==> src/rtl/regblock_pipe.sv <==
// DEPTH-stage valid/ready register pipeline with bubble collapsing, flush and occupancy count.
// Define REGBLOCK_PIPE_STATS_EN to add the stall_cnt and full_seen statistics outputs.
module regblock_pipe #(
  parameter int unsigned WIDTH = 32,
  parameter int unsigned DEPTH = 3,
  parameter int unsigned CNT_W = $clog2(DEPTH + 1)
) (
  input  logic             clk,
  input  logic             rst,
  input  logic             flush,
  input  logic             in_valid,
  output logic             in_ready,
  input  logic [WIDTH-1:0] in_data,
  output logic             out_valid,
  input  logic             out_ready,
  output logic [WIDTH-1:0] out_data,
  output logic [CNT_W-1:0] count
`ifdef REGBLOCK_PIPE_STATS_EN
  ,
  output logic [31:0]      stall_cnt,
  output logic             full_seen
`endif
);

  logic [DEPTH-1:0] v_q, v_d;
  logic [WIDTH-1:0] d_q [DEPTH];
  logic [WIDTH-1:0] d_d [DEPTH];
  logic [DEPTH-1:0] adv;
  logic [CNT_W-1:0] count_q, count_d;
  logic             in_xfer, out_xfer;

  // A stage may advance if it is empty or the stage ahead of it advances.
  always_comb begin
    adv = '0;
    adv[DEPTH-1] = !v_q[DEPTH-1] || out_ready;
    for (int i = int'(DEPTH) - 2; i >= 0; i--) begin
      adv[i] = !v_q[i] || adv[i+1];
    end
  end

  assign in_ready  = adv[0] && !flush;
  assign in_xfer   = in_valid && in_ready;
  assign out_valid = v_q[DEPTH-1];
  assign out_data  = d_q[DEPTH-1];
  assign out_xfer  = out_valid && out_ready;
  assign count     = count_q;

  always_comb begin
    v_d = v_q;
    d_d = d_q;
    if (adv[0]) begin
      v_d[0] = in_xfer;
      if (in_xfer) begin
        d_d[0] = in_data;
      end
    end
    for (int i = 1; i < int'(DEPTH); i++) begin
      if (adv[i]) begin
        v_d[i] = v_q[i-1];
        d_d[i] = d_q[i-1];
      end
    end
    // Data may keep shifting on flush; only the valids matter.
    if (flush) begin
      v_d = '0;
    end
  end

  always_comb begin
    count_d = count_q + CNT_W'(in_xfer) - CNT_W'(out_xfer);
    if (flush) begin
      count_d = '0;
    end
  end

  always_ff @(posedge clk) begin
    if (rst) begin
      v_q     <= '0;
      d_q     <= '{default: '0};
      count_q <= '0;
    end else begin
      v_q     <= v_d;
      d_q     <= d_d;
      count_q <= count_d;
    end
  end

`ifdef REGBLOCK_PIPE_STATS_EN
  always_ff @(posedge clk) begin
    if (rst) begin
      stall_cnt <= '0;
      full_seen <= 1'b0;
    end else begin
      if (out_valid && !out_ready && (stall_cnt != 32'hFFFF_FFFF)) begin
        stall_cnt <= stall_cnt + 32'd1;
      end
      if (count_q == CNT_W'(DEPTH)) begin
        full_seen <= 1'b1;
      end
    end
  end
`endif

endmodule

==> config.mk <==
export PLATFORM = sky130hd
export DESIGN_NAME = regblock_pipe
export DESIGN_NICKNAME = d
export VERILOG_FILES = /design/src/rtl/regblock_pipe.sv
export SDC_FILE = /design/constraint.sdc
export NUM_CORES = 1
export LEC_CHECK = 0
export BUFFER_PORTS_ARGS = -buffer_cell sky130_fd_sc_hd__clkbuf_2
export CAP_MARGIN = 20
export CORE_UTILIZATION = 37
export CTS_BUF_LIST = sky130_fd_sc_hd__clkbuf_16
export DETAILED_ROUTE_END_ITERATION = 8
export PLACE_DENSITY = 0.68
export SLEW_MARGIN = 10
export SYNTH_ARGS = -nofsm -noshare
export SYNTH_HDL_FRONTEND = slang
export SYNTH_SLANG_ARGS = --single-unit
==> constraint.sdc <==
create_clock -name clk -period 2.55 [get_ports clk]
set_input_delay 0.1275 -clock clk [delete_from_list [all_inputs] [get_ports clk]]
set_output_delay 0.1275 -clock clk [all_outputs]
set_load 0.01 [all_outputs]
* After elaboration in Yosys (flattened, before gate mapping) *
Index checks and enable logic that the tools add are counted.

storage, ports and cells
  register bits after elaboration = 101
  bits of input ports = 37
  output and inout bits = 36

operators by class
  add/subtract/negate cells = 2
  reductions and logical operators = 12

operators by type and width
  kind               number
  $logic_not 1->1    4
  $logic_and 1x1->1  3
  $logic_or 1x1->1   3
  $add 2x1->2        1
  $reduce_and 2->1   1
  $reduce_or 2->1    1
  $sub 2x1->2        1

* Depth between registers and ports, before layout *
  word-level depth = 8
  gate-level depth with buffers = 11
  mapped depth without buffers = 9

* Least setup slack after synthesis *
No wires, ideal clock.

  kind = flip-flop to flip-flop
  start point = reg v_q[2]
  end point = reg count_q[1], in the netlist count[1]
  setup time = 118 ps
  arrival = 1987 ps
  required time = 2432 ps
  slack = 444 ps
  cell stages (with the launch flop) = 12
  buffers on the path = 2
  path through = dfxtp_1 -> and3b_1 -> buf_2 -> a21oi_4 -> buf_6 -> inv_1 -> ha_1 -> inv_1 -> ha_1 -> xor2_1 -> xnor2_1 -> nor3_1

between the ends
  cells in the longest elaborated chain, start to end = 8
  elaborated cells between the ends (all ways) = 9
  classes of those cells = 2 x add/sub; 7 x reduce/logical

RTL lines
  item                           RTL line  text
  from (decl)                    25        logic [DEPTH-1:0] v_q, v_d;
  from (signal assigned)         82        v_q <= v_d;
  $logic_not 1->1                35        adv[DEPTH-1] = !v_q[DEPTH-1] || out_ready;
  $logic_or 1x1->1               35
  $logic_or 1x1->1 (2 in a row)  37        adv[i] = !v_q[i] || adv[i+1];
  $logic_and 1x1->1              41        assign in_ready = adv[0] && !flush;
  $logic_and 1x1->1              42        assign in_xfer = in_valid && in_ready;
  $add 2x1->2                    70        count_d = count_q + CNT_W'(in_xfer) - CNT_W'(out_xfer);
  $sub 2x1->2 *                  70
  to (signal assigned)           84        count_q <= count_d;
  to (decl)                      29        logic [CNT_W-1:0] count_q, count_d;

Every way passes the cells marked *; elsewhere a longest branch is shown, timed or not.
A chain may end at the register's enable or synchronous reset.

* Worst setup path in the final report *
  start point = reg v_q[2]
  end point = out in_ready

between the ends
  cells in the longest elaborated chain, start to end = 5

RTL lines
  item                           RTL line  text
  $logic_not 1->1                35
  $logic_or 1x1->1               35
  $logic_or 1x1->1 (2 in a row)  37
  $logic_and 1x1->1              41
  to (decl)                      12        output logic in_ready,

No other way between the ends.

==> run_results.csv <==
group,metric,value,unit
outcome,status,"finished clean",
sta,finalSetupTns,0,ns
sta,worst_pin_slew,0.574,ns
critical_path,worstReg2RegEnd,"count[1]$_SDFF_PP0_",
hold_path,whs_endpoint,"count[1]$_SDFF_PP0_",
final_layout,drive_gt1_share,18.5,%
critical_path,critPathMaxFanout,35,
drt,routed_wl,7900,microns
final_layout,mostFrequentLayoutCell,"nand2_1",
final_layout,nets,538,
drt,dr_total_vias,2923,
floorplan,std_cell_rows,37,
global_route,gr-usage-all-layers,14.6,%
hold_path,worst_hold_path_type,"primary input to flop",
critical_path,critPathArrivalTime,1.66,ns
logic_synthesis,avgSynthCellArea,8.63,sq um
clock_network,max-clock-path-buffers,2,
final_layout,syn_to_final_growth,11.6,%
placement,hpwlAfterDp,5220,microns
sta,slew_headroom,61.6,%
logic_synthesis,syn_nets,512,
sta,period_share,70.0,%
logic_synthesis,syn_area,4080,sq um
drt,drc,0,
clock_network,cts_resized,0,
power_and_ir_drop,peakVddDrop,289,uV
final_layout,mostFrequentLayoutCells,"128 x nand2_1, 101 x dfxtp_1, 71 x clkbuf_2",
hold_path,hold_start,"flush",
critical_path,worstPathRequired,2.42,ns
clock_network,clkLatencyLatePin,0.34,ns
global_route,grt_pass1_vias,2742,
logic_synthesis,synth_seq_cells,101,
drt,wl_per_cell,12.4,microns
global_route,grt_pass1_wl,13100,microns
placement,place_congestion,0.775,
critical_path,reg2reg_from,"v_q[2]$_SDFFE_PP0P_",
sta,period_minus_slack,1.78,ns
drt,drt-vias-per-instance,4.57,
floorplan,coreArea,10500,sq um
global_route,grt_max_degree,98,
hold_path,min_path_cells,2,
sta,setup-violations-final,0,
power_and_ir_drop,p_leak,1.77,nW
logic_synthesis,ys_seq_area_share,49.5,%
floorplan,die_y,107,microns
sta,hold_viol,0,
critical_path,ff2ff_setup_slack,0.79,ns
floorplan,ios,73,
final_layout,diodes,0,
placement,portBuffers,72,
sta,max_freq,0.561,GHz
clock_network,clk_pin_slew_worst_paths,0.07,ns
clock_network,cts_made_buffers,9,
critical_path,end_kind,"output port",
floorplan,die_w,107,microns
global_route,grt_overflow,0,
sta,slew_violations,0,
clock_network,cts.sinks,101,
clock_network,ctsHoldBuffers,0,
drt,ant_nets,0,
sta,clock_skew,0.00727,ns
clock_network,htree_levels,3,
clock_network,post_cts_buffers,0,
power_and_ir_drop,power.total,0.00308,W
critical_path,reg2regPathDepth,9,
sta,rsz0062_at_grt,"no",
clock_network,root_buffer,"clkbuf_16",
floorplan,start_util,38.9,%
logic_synthesis,synth_warnings,0,
critical_path,crit_path_start_kind,"flop",
critical_path,critPathKind,"flop to output port",
drt,dr.pass1.iters,5,
flow_run,maxCapViolCount,0,
global_route,antenna_found_initial,0,
logic_synthesis,netlist-cell-type-count,22,
final_layout,fillers,1064,
floorplan,die_area,11500,sq um
clock_network,cts_tree,"built",
drt,drtIter0Drc,117,
power_and_ir_drop,p_per_area,675,nW/um^2
logic_synthesis,syn_inst,473,
## stage by stage
stage / instances / instance area (sq um) / utilization (%) / hold WS [ns] / setup WS, ns
after floorplan: 473 / 4080 / - / 0.205 / 0.444
after global placement: 624 / 4290 / 40.8 / 0.353 / 0.841
after detailed placement: 624 / 4290 / 40.8 / 0.371 / 0.781
after CTS: 639 / 4560 / 43.4 / 0.00140 / 0.739
after global routing: 639 / 4560 / 43.4 / 0.0307 / 0.596
final: 639 / 4560 / 43.4 / 0.00977 / 0.766
## worst max-delay path, cell delays in order, from the launching register on
cell	delay, ns
dfxtp_1	0.39
and3b_1	0.25
buf_4	0.40
a21oi_1	0.13
clkbuf_2	0.14
## worst max path at each step
| stage | from | to | slack (ns) | depth (start not counted) |
|---|---|---|---|---|
| after floorplan | v_q[2]$_SDFFE_PP0P_ | count[1]$_SDFF_PP0_ | 0.44 | 11 |
| after global placement | v_q[2]$_SDFFE_PP0P_ | count[1]$_SDFF_PP0_ | 0.84 | 9 |
| after detailed placement | v_q[2]$_SDFFE_PP0P_ | count[1]$_SDFF_PP0_ | 0.78 | 9 |
| after CTS | v_q[2]$_SDFFE_PP0P_ | in_ready | 0.74 | 4 |
| after global routing | v_q[2]$_SDFFE_PP0P_ | count[1]$_SDFF_PP0_ | 0.60 | 9 |
| final | v_q[2]$_SDFFE_PP0P_ | in_ready | 0.77 | 4 |
## layer usage
layer / global-route usage (%) / vias to the layer above / share of wire [%]
met5: 0 / - / 0
met4: 6.46 / 0 / 1.5
met3: 3.22 / 9 / 4.3
met2: 22.6 / 71 / 45
met1: 19.3 / 1310 / 49
li1: - / 1533 / -
## power breakdown
part / internal [W] / total, W / switching (W)
registers: 0.00163 / 0.00166 / 0.0000272
clock network: 0.000656 / 0.00123 / 0.000577
logic: 0.0000916 / 0.000187 / 0.0000950
## flip-flops by register name (all words and copies together) (netlist names)
register and flops:
out_data 32, d_q 64, count 2, v_q 3
## cell families (layout without fill, tap and decap cells)
logic type,Yosys count,count (layout),share of synthesized area (%)
simple gates,202,202,23.1
mux,32,32,7.84
flops,101,101,49.5
xor+xnor,2,2,0.429
fa+ha+maj,2,2,0.613
compound gates,69,69,8.85
buf+inv,65,95,9.68
## synth_stat cells (all sizes together)
| cell type | n | area [sq um] |
|---|---|---|
| nand2 | 128 | 480 |
| dfxtp | 101 | 2020 |
| a21oi | 67 | 347 |
| nand2b | 66 | 413 |
| buf | 46 | 324 |
| mux2i | 32 | 320 |
| clkbuf | 17 | 63.8 |
| and2 | 2 | 12.5 |
| ha | 2 | 25.0 |
| inv | 2 | 7.51 |
| nor3 | 2 | 10.0 |
| o21a | 2 | 15.0 |
| and3b | 1 | 8.76 |
| nand3b | 1 | 7.51 |
| nor2 | 1 | 3.75 |
| nor2b | 1 | 6.26 |
| xnor2 | 1 | 8.76 |
| xor2 | 1 | 8.76 |
## layout make-up
type / instances / area [sq um] / area share [%]
clock buffers: 9 / 225 / 4.94
clock inverters: 6 / 41.3 / 0.906
inverters: 2 / 7.51 / 0.165
multi-input cells: 307 / 1670 / 36.6
flip-flops and latches: 101 / 2020 / 44.4
well taps: 136 / 170 / 3.74
repair buffers: 78 / 420 / 9.23
(Power assumes the default switching activity.)
